[config.mk]
export PLATFORM = sky130hd
export DESIGN_NAME = i2s_playback_flat
export DESIGN_NICKNAME = d
export VERILOG_FILES = /design/src/rtl/i2s_playback_if.sv /design/src/rtl/i2s_playback.sv /design/src/flat_wrapper.sv
export SDC_FILE = /design/constraint.sdc
export NUM_CORES = 1
export LEC_CHECK = 0
export BUFFER_PORTS_ARGS = -buffer_cell sky130_fd_sc_hd__buf_4
export CORE_UTILIZATION = 55
export CTS_BUF_LIST = sky130_fd_sc_hd__clkbuf_4
export CTS_CLUSTER_SIZE = 14
export DETAILED_ROUTE_END_ITERATION = 6
export GPL_ROUTABILITY_DRIVEN = 0
export PLACE_DENSITY = 0.83
export RECOVER_POWER = 50
export SYNTH_ARGS = -nofsm -noshare
export SYNTH_HDL_FRONTEND = slang
export SYNTH_SLANG_ARGS = --single-unit
[constraint.sdc]
create_clock -name clk -period 2.1 [get_ports clk]
set_clock_uncertainty 0.05 [all_clocks]
set_input_delay 0.21 -clock clk [delete_from_list [all_inputs] [get_ports clk]]
set_output_delay 0.21 -clock clk [all_outputs]
set_load 0.01 [all_outputs]
[src/rtl/i2s_playback_if.sv]
// Byte handshake between the playback FIFO read port and the I2S transmitter.
//   byte_i       : byte offered by the FIFO
//   byte_valid_i : byte_i holds a valid byte
//   byte_ready_o : transmitter takes byte_i on this cycle
// The master modport is the FIFO side. The slave modport is the transmitter.
interface i2s_playback_if;
  logic [7:0] byte_i;
  logic       byte_valid_i;
  logic       byte_ready_o;

  modport master (output byte_i, output byte_valid_i, input byte_ready_o);
  modport slave  (input byte_i, input byte_valid_i, output byte_ready_o);
endinterface

[src/rtl/i2s_playback.sv]
// I2S master transmitter for the playback path.
// Bytes come in over the FIFO handshake and are paired low byte first into
// 16-bit samples. Sync-marker words are dropped. Each sample is sent MSB-first
// in both slots for REPEAT_FACTOR frames. Bit clock and word select are
// derived from clk.
// Ports:
//   clk, rst        : system clock, synchronous active-high reset
//   fifo            : byte handshake (slave side)
//   i2s_clk         : bit clock
//   i2s_ws          : word select (0 = left, 1 = right)
//   i2s_sd          : serial data
//   underrun_count  : saturating count of needed-sample frames with no sample
//   sync_count      : wrapping count of dropped sync words
//
// Assembler FSM
//   state   | meaning
//   WAIT_LO | ready, waiting for the low byte
//   WAIT_HI | ready, waiting for the high byte
//   HOLD    | pending sample full, waiting for the frame loader
module i2s_playback #(
  parameter int          CLK_FREQ      = 100_000_000,
  parameter int          TARGET_FREQ   = 1_500_000,
  parameter int          SAMPLE_WIDTH  = 16,
  parameter logic [15:0] SYNC_WORD     = 16'hAAFF,
  parameter int          REPEAT_FACTOR = 2,
  parameter int          SIZE_COUNT    = 6
) (
  input  logic                  clk,
  input  logic                  rst,
  i2s_playback_if.slave         fifo,
  output logic                  i2s_clk,
  output logic                  i2s_ws,
  output logic                  i2s_sd,
  output logic [SIZE_COUNT-1:0] underrun_count,
  output logic [SIZE_COUNT-1:0] sync_count
);

  localparam int CLK_DIV = CLK_FREQ / (2 * TARGET_FREQ);
  localparam int DIV_W   = (CLK_DIV > 1) ? $clog2(CLK_DIV) : 1;
  localparam int REP_W   = (REPEAT_FACTOR > 1) ? $clog2(REPEAT_FACTOR) : 1;
  localparam logic [DIV_W-1:0] DIV_LAST = DIV_W'(CLK_DIV - 1);
  localparam logic [REP_W-1:0] REP_LAST = REP_W'(REPEAT_FACTOR - 1);

  typedef enum logic [1:0] {
    WAIT_LO = 2'd0,
    WAIT_HI = 2'd1,
    HOLD    = 2'd2
  } state_t;

  state_t                  state_q, state_d;
  logic [7:0]              lo_q, lo_d;
  logic [SAMPLE_WIDTH-1:0] pending_q, pending_d;
  logic                    pending_valid_q, pending_valid_d;
  logic [SAMPLE_WIDTH-1:0] frame_q, frame_d;
  logic                    ready_q, ready_d;
  logic [DIV_W-1:0]        div_q, div_d;
  logic                    clk_q, clk_d;
  logic [5:0]              bit_q, bit_d;
  logic [REP_W-1:0]        rep_q, rep_d;
  logic                    ws_q, ws_d;
  logic                    sd_q, sd_d;
  logic [SIZE_COUNT-1:0]   underrun_q, underrun_d;
  logic [SIZE_COUNT-1:0]   sync_q, sync_d;

  logic                    wrap;
  logic                    fall_strobe;
  logic                    frame_end;
  logic                    consume;
  logic                    accept;
  logic [15:0]             word;
  logic [4:0]              slot;

  always_comb begin
    state_d         = state_q;
    lo_d            = lo_q;
    pending_d       = pending_q;
    pending_valid_d = pending_valid_q;
    frame_d         = frame_q;
    div_d           = div_q;
    clk_d           = clk_q;
    bit_d           = bit_q;
    rep_d           = rep_q;
    ws_d            = ws_q;
    sd_d            = sd_q;
    underrun_d      = underrun_q;
    sync_d          = sync_q;
    consume         = 1'b0;
    slot            = 5'd0;

    // Bit-clock divider
    wrap        = (div_q == DIV_LAST);
    fall_strobe = wrap & clk_q;
    if (wrap) begin
      div_d = '0;
      clk_d = ~clk_q;
    end else begin
      div_d = div_q + 1'b1;
    end

    // Frame loader, acting on the fall strobe that starts a new frame
    frame_end = fall_strobe && (bit_q == 6'd63);
    if (frame_end) begin
      rep_d = (rep_q == REP_LAST) ? '0 : rep_q + 1'b1;
      if (rep_q == '0) begin
        if (pending_valid_q) begin
          frame_d         = pending_q;
          pending_valid_d = 1'b0;
          consume         = 1'b1;
        end else begin
          frame_d = '0;
          if (underrun_q != '1) underrun_d = underrun_q + 1'b1;
        end
      end
    end

    // Byte assembler
    accept = fifo.byte_valid_i & ready_q;
    word   = {fifo.byte_i, lo_q};
    case (state_q)
      WAIT_LO: begin
        if (accept) begin
          lo_d    = fifo.byte_i;
          state_d = WAIT_HI;
        end
      end
      WAIT_HI: begin
        if (accept) begin
          if (word == SYNC_WORD) begin
            sync_d  = sync_q + 1'b1;
            state_d = WAIT_LO;
          end else begin
            pending_d       = word;
            pending_valid_d = 1'b1;
            state_d         = HOLD;
          end
        end
      end
      HOLD: begin
        if (consume) state_d = WAIT_LO;
      end
      default: state_d = WAIT_LO;
    endcase
    ready_d = (state_d != HOLD);

    // Serial outputs are computed from the next bit position and next frame
    // sample so they are registered together with the falling bit clock.
    if (fall_strobe) begin
      bit_d = bit_q + 1'b1;
      slot  = bit_d[4:0];
      ws_d  = (bit_d >= 6'd31) && (bit_d != 6'd63);
      sd_d  = ~slot[4] & frame_d[~slot[3:0]];
    end
  end

  always_ff @(posedge clk) begin
    if (rst) begin
      state_q         <= WAIT_LO;
      lo_q            <= '0;
      pending_q       <= '0;
      pending_valid_q <= 1'b0;
      frame_q         <= '0;
      ready_q         <= 1'b0;
      div_q           <= '0;
      clk_q           <= 1'b0;
      bit_q           <= 6'd63;
      rep_q           <= '0;
      ws_q            <= 1'b0;
      sd_q            <= 1'b0;
      underrun_q      <= '0;
      sync_q          <= '0;
    end else begin
      state_q         <= state_d;
      lo_q            <= lo_d;
      pending_q       <= pending_d;
      pending_valid_q <= pending_valid_d;
      frame_q         <= frame_d;
      ready_q         <= ready_d;
      div_q           <= div_d;
      clk_q           <= clk_d;
      bit_q           <= bit_d;
      rep_q           <= rep_d;
      ws_q            <= ws_d;
      sd_q            <= sd_d;
      underrun_q      <= underrun_d;
      sync_q          <= sync_d;
    end
  end

  assign fifo.byte_ready_o = ready_q;
  assign i2s_clk           = clk_q;
  assign i2s_ws            = ws_q;
  assign i2s_sd            = sd_q;
  assign underrun_count    = underrun_q;
  assign sync_count        = sync_q;

endmodule

[src/flat_wrapper.sv]
// flat-port wrapper written by rule: the top's interface ports become plain ports
module i2s_playback_flat 
#(
  parameter int          CLK_FREQ      = 100_000_000,
  parameter int          TARGET_FREQ   = 1_500_000,
  parameter int          SAMPLE_WIDTH  = 16,
  parameter logic [15:0] SYNC_WORD     = 16'hAAFF,
  parameter int          REPEAT_FACTOR = 2,
  parameter int          SIZE_COUNT    = 6
)
  (clk, rst, i2s_clk, i2s_ws, i2s_sd, underrun_count, sync_count, fifo_byte_i, fifo_byte_valid_i, fifo_byte_ready_o);
  i2s_playback_if fifo_i ();
  input  logic clk;
  input  logic rst;
  output logic i2s_clk;
  output logic i2s_ws;
  output logic i2s_sd;
  output logic [SIZE_COUNT-1:0] underrun_count;
  output logic [SIZE_COUNT-1:0] sync_count;
  input wire logic [$bits(fifo_i.byte_i)-1:0] fifo_byte_i;
  input wire logic [$bits(fifo_i.byte_valid_i)-1:0] fifo_byte_valid_i;
  output wire logic [$bits(fifo_i.byte_ready_o)-1:0] fifo_byte_ready_o;
  assign fifo_i.byte_i = fifo_byte_i;
  assign fifo_i.byte_valid_i = fifo_byte_valid_i;
  assign fifo_byte_ready_o = fifo_i.byte_ready_o;
  i2s_playback #(.CLK_FREQ(CLK_FREQ), .TARGET_FREQ(TARGET_FREQ), .SAMPLE_WIDTH(SAMPLE_WIDTH), .SYNC_WORD(SYNC_WORD), .REPEAT_FACTOR(REPEAT_FACTOR), .SIZE_COUNT(SIZE_COUNT)) u_core (.clk(clk), .rst(rst), .fifo(fifo_i), .i2s_clk(i2s_clk), .i2s_ws(i2s_ws), .i2s_sd(i2s_sd), .underrun_count(underrun_count), .sync_count(sync_count));
endmodule
==> run metrics <==
design area=3790 um2; Post-Place Worst Slack=-0.0529 ns; unrepaired setup endpoints after global routing=true; Layout area overhead=18.3%; core footprint=5570 um2; Leak=0.00145 uW; Synth area leader=dfxtp_1; Fillers=456; Max-slew headroom=60.3%; row count=27; Tmin final=2.09 ns; worst endpoint data arrival time=2.37 ns; register area=1440 um2; TritonRoute pass-1 iters=4; HPWL Detailed=4.46 mm; Final Total Pwr=2430 uW; I/O Buffers=26; antenna-violating nets left=0; max_cap viols=0; vias in the first global route=2,477; Synth Area in Adders=2.34%; worst hold path class=in2reg; first-pass GRT wire length=11.0 mm; startpoint types=flop; largest cells by area after synthesis=dfxtp_1 45%, mux2i_1 6.9%, nor2_1 5.6%; WP data required=2.38 ns; routed len/inst=13.2 um; most numerous cell in the Yosys netlist=dfxtp_1; grt total ovfl=0; worst-path fanout max=5; mux cell area share after synthesis=9.34%; synthesized flop and latch total=72; Synth top area share=45.0%; final wirelength=6.38 mm; Critical Path End Type=flop; Worst Path Class, Setup=reg2reg; max-slew violations=0; Simple-Gate Fraction of Synth Area=24.3%; CTS tree=done; CTS H-tree lvls=3; vias per inst=5.46; final worst path period share=99.6%; Sink Count=72; most frequent CP cell=buf_4; total track usage=23.0%; Syn. warnings=0; Hold Vio Cnt, Final=0; Residual DRC=0; PwrDens=642 nW/um2; layout cells sized above 1=17.1%; Resized Gates After CTS=0; largest net degree at the start of global routing=43; worst skew pair latency=0.43 ns; cell count after synthesis=351; Achievable Freq=478 MHz; via count=2,631; post-synthesis net count=368; Async SR Flop Fraction=0%; TritonCTS Buffers=9; root buffer cell=clkbuf_4; initial antenna violation count=0; main combinational cell family by area after synthesis=simple AND/OR/NAND/NOR gates; Initial Utilization=57.5%; Max IR drop VDD=0.465 mV; Starting DRT DRC Count=88; Yosys cell types=47; Synth top cells by count=72 x dfxtp_1, 48 x nor2_1, 39 x nand2_1; dominant synthesized flop cell=dfxtp_1; CP max-delay cell=dfxtp_2; status=complete, no violations; Seq/Total Area, Yosys=45.0%; area of the multi-input gates=1650 um2; crit path cell chain=inv_2, ha_4, nor4b_4, buf_4, buf_4, nand3_1, nor2_1, mux2i_1, a211oi_2, o211a_1; Die Span Y=78.3 um; Fin Hold WS=0.0877 ns; die width=78.3 um; Cell Area, Placed=3600 um2; crit-path max cell delay=0.35 ns; worst-margin pin slew=0.596 ns; CTS max path bufs=2; final setup violation count=0; io pins=27; setup ws final=0.00892 ns; Layout Nets=422; Die ar.=6130 um2; Clock Pin Slew Worst Setup and Hold Paths=0.12 ns; number of flops mapped to enable cells by yosys=0; XOR/XNOR Fraction of Synth Area=7.07%; Inserted Diodes=0; area of the mapped netlist=3200 um2; syn avg cell area=9.13 um2; Synth Area in Compound Gates=8.16%
## cells in the final DEF (no fill, tap or decap), drive strengths merged, types with 2 or more instances in the layout
master       netlist  routed
xor2              14      14
a211oi             3       3
nand4b             4       4
and3               6       6
mux4               3       3
or3                3       3
o21ai              7       7
nand4              6       6
a311oi             2       2
xnor2             11      11
ha                 6       6
dlygate4sd3        0       8
inv                9      11
nand3             21      21
a31oi              2       2
buf                5      37
clkinv             0       4
a21oi             25      25
nor3               6       6
nand2             39      39
dfxtp             72      72
nand2b             4       4
clkbuf            14      26
nor2              50      50
nor4               2       2
nor2b              2       2
mux2i             22      22
## critical path, delay by kind of cell (launching register included)
family          cells  cell delay [ns]
simple gates        3             0.63
flops               1             0.35
buf+inv             3             0.34
compound gates      2             0.27
mux                 1             0.24
fa+ha+maj           1             0.12
## sequential cells by signal, indices dropped and copies added, names as in the netlist, 2 cells and up
signal and count:
u_core.div_q 6, u_core.underrun_count 6, u_core.pending_q 16, u_core.frame_q 16
u_core.lo_q 8, u_core.state_q 2, u_core.sync_count 6, u_core.bit_q 6
## final timing paths
path	from	end	slack (ns)	depth (start not counted)
setup / recovery	u_core.div_q[1]	u_core.i2s_sd	0.009	10
hold / removal	rst	u_core.i2s_clk	0.09	2
setup reg to reg	u_core.div_q[1]	u_core.i2s_sd	0.009	10
hold reg to reg	u_core.frame_q[3]	u_core.frame_q[3]	0.40	2
## kinds of logic (layout without fill, tap and decap cells)
kind of cell	Yosys count	count (layout)
AO/OA/AOI/OAI	44	44
flip-flops	72	72
AND/OR/NAND/NOR	150	150
multiplexers	26	26
buffers and inverters	28	87
XOR/XNOR	25	25
adder cells (fa/ha/maj)	6	6
## per-stage QoR
stage / utilization (%) / TNS [ns] / cells
2_1_floorplan: - / -0.0267 / 351
3_3_place_gp: 64.6 / 0 / 453
3_5_place_dp: 64.6 / -0.0529 / 453
4_1_cts: 68.9 / 0 / 480
5_1_grt: 68.0 / -0.590 / 482
6_report: 68.0 / 0 / 482
## report_power, final
part	total, uW	switching, uW	internal [uW]
combinational	150	76.1	73.8
clock	872	507	365
sequential	1410	21.2	1390
total	2430	605	1830
## area by class of cell
type,count,share of cell area (%)
inverters,9,0.892
well taps,72,2.38
flip-flops and latches,72,38.1
multi-input cells,251,43.5
clock inverters,7,1.85
repair buffers,62,11.5
clock buffers,9,1.78
## metal layers
layer | global-route usage (%) | vias up | share of wire, %
met4 | 12.8 | 0 | 2.3
li1 | - | 1309 | -
met1 | 28.6 | 1252 | 45
met3 | 4.88 | 15 | 3.9
met2 | 37.2 | 55 | 49
met5 | 0 | - | 0
## timing repair
item / in CTS / in global routing
setup buffers: 3 / 2
pin swaps: 1 / 1
cloned: 0 / 0
setup endpoints to repair: 1 / 6
hold buffers: 8 / 0
endpoints found under the hold margin: 16 / 0
Note: power is estimated with default switching activity, not from simulation.
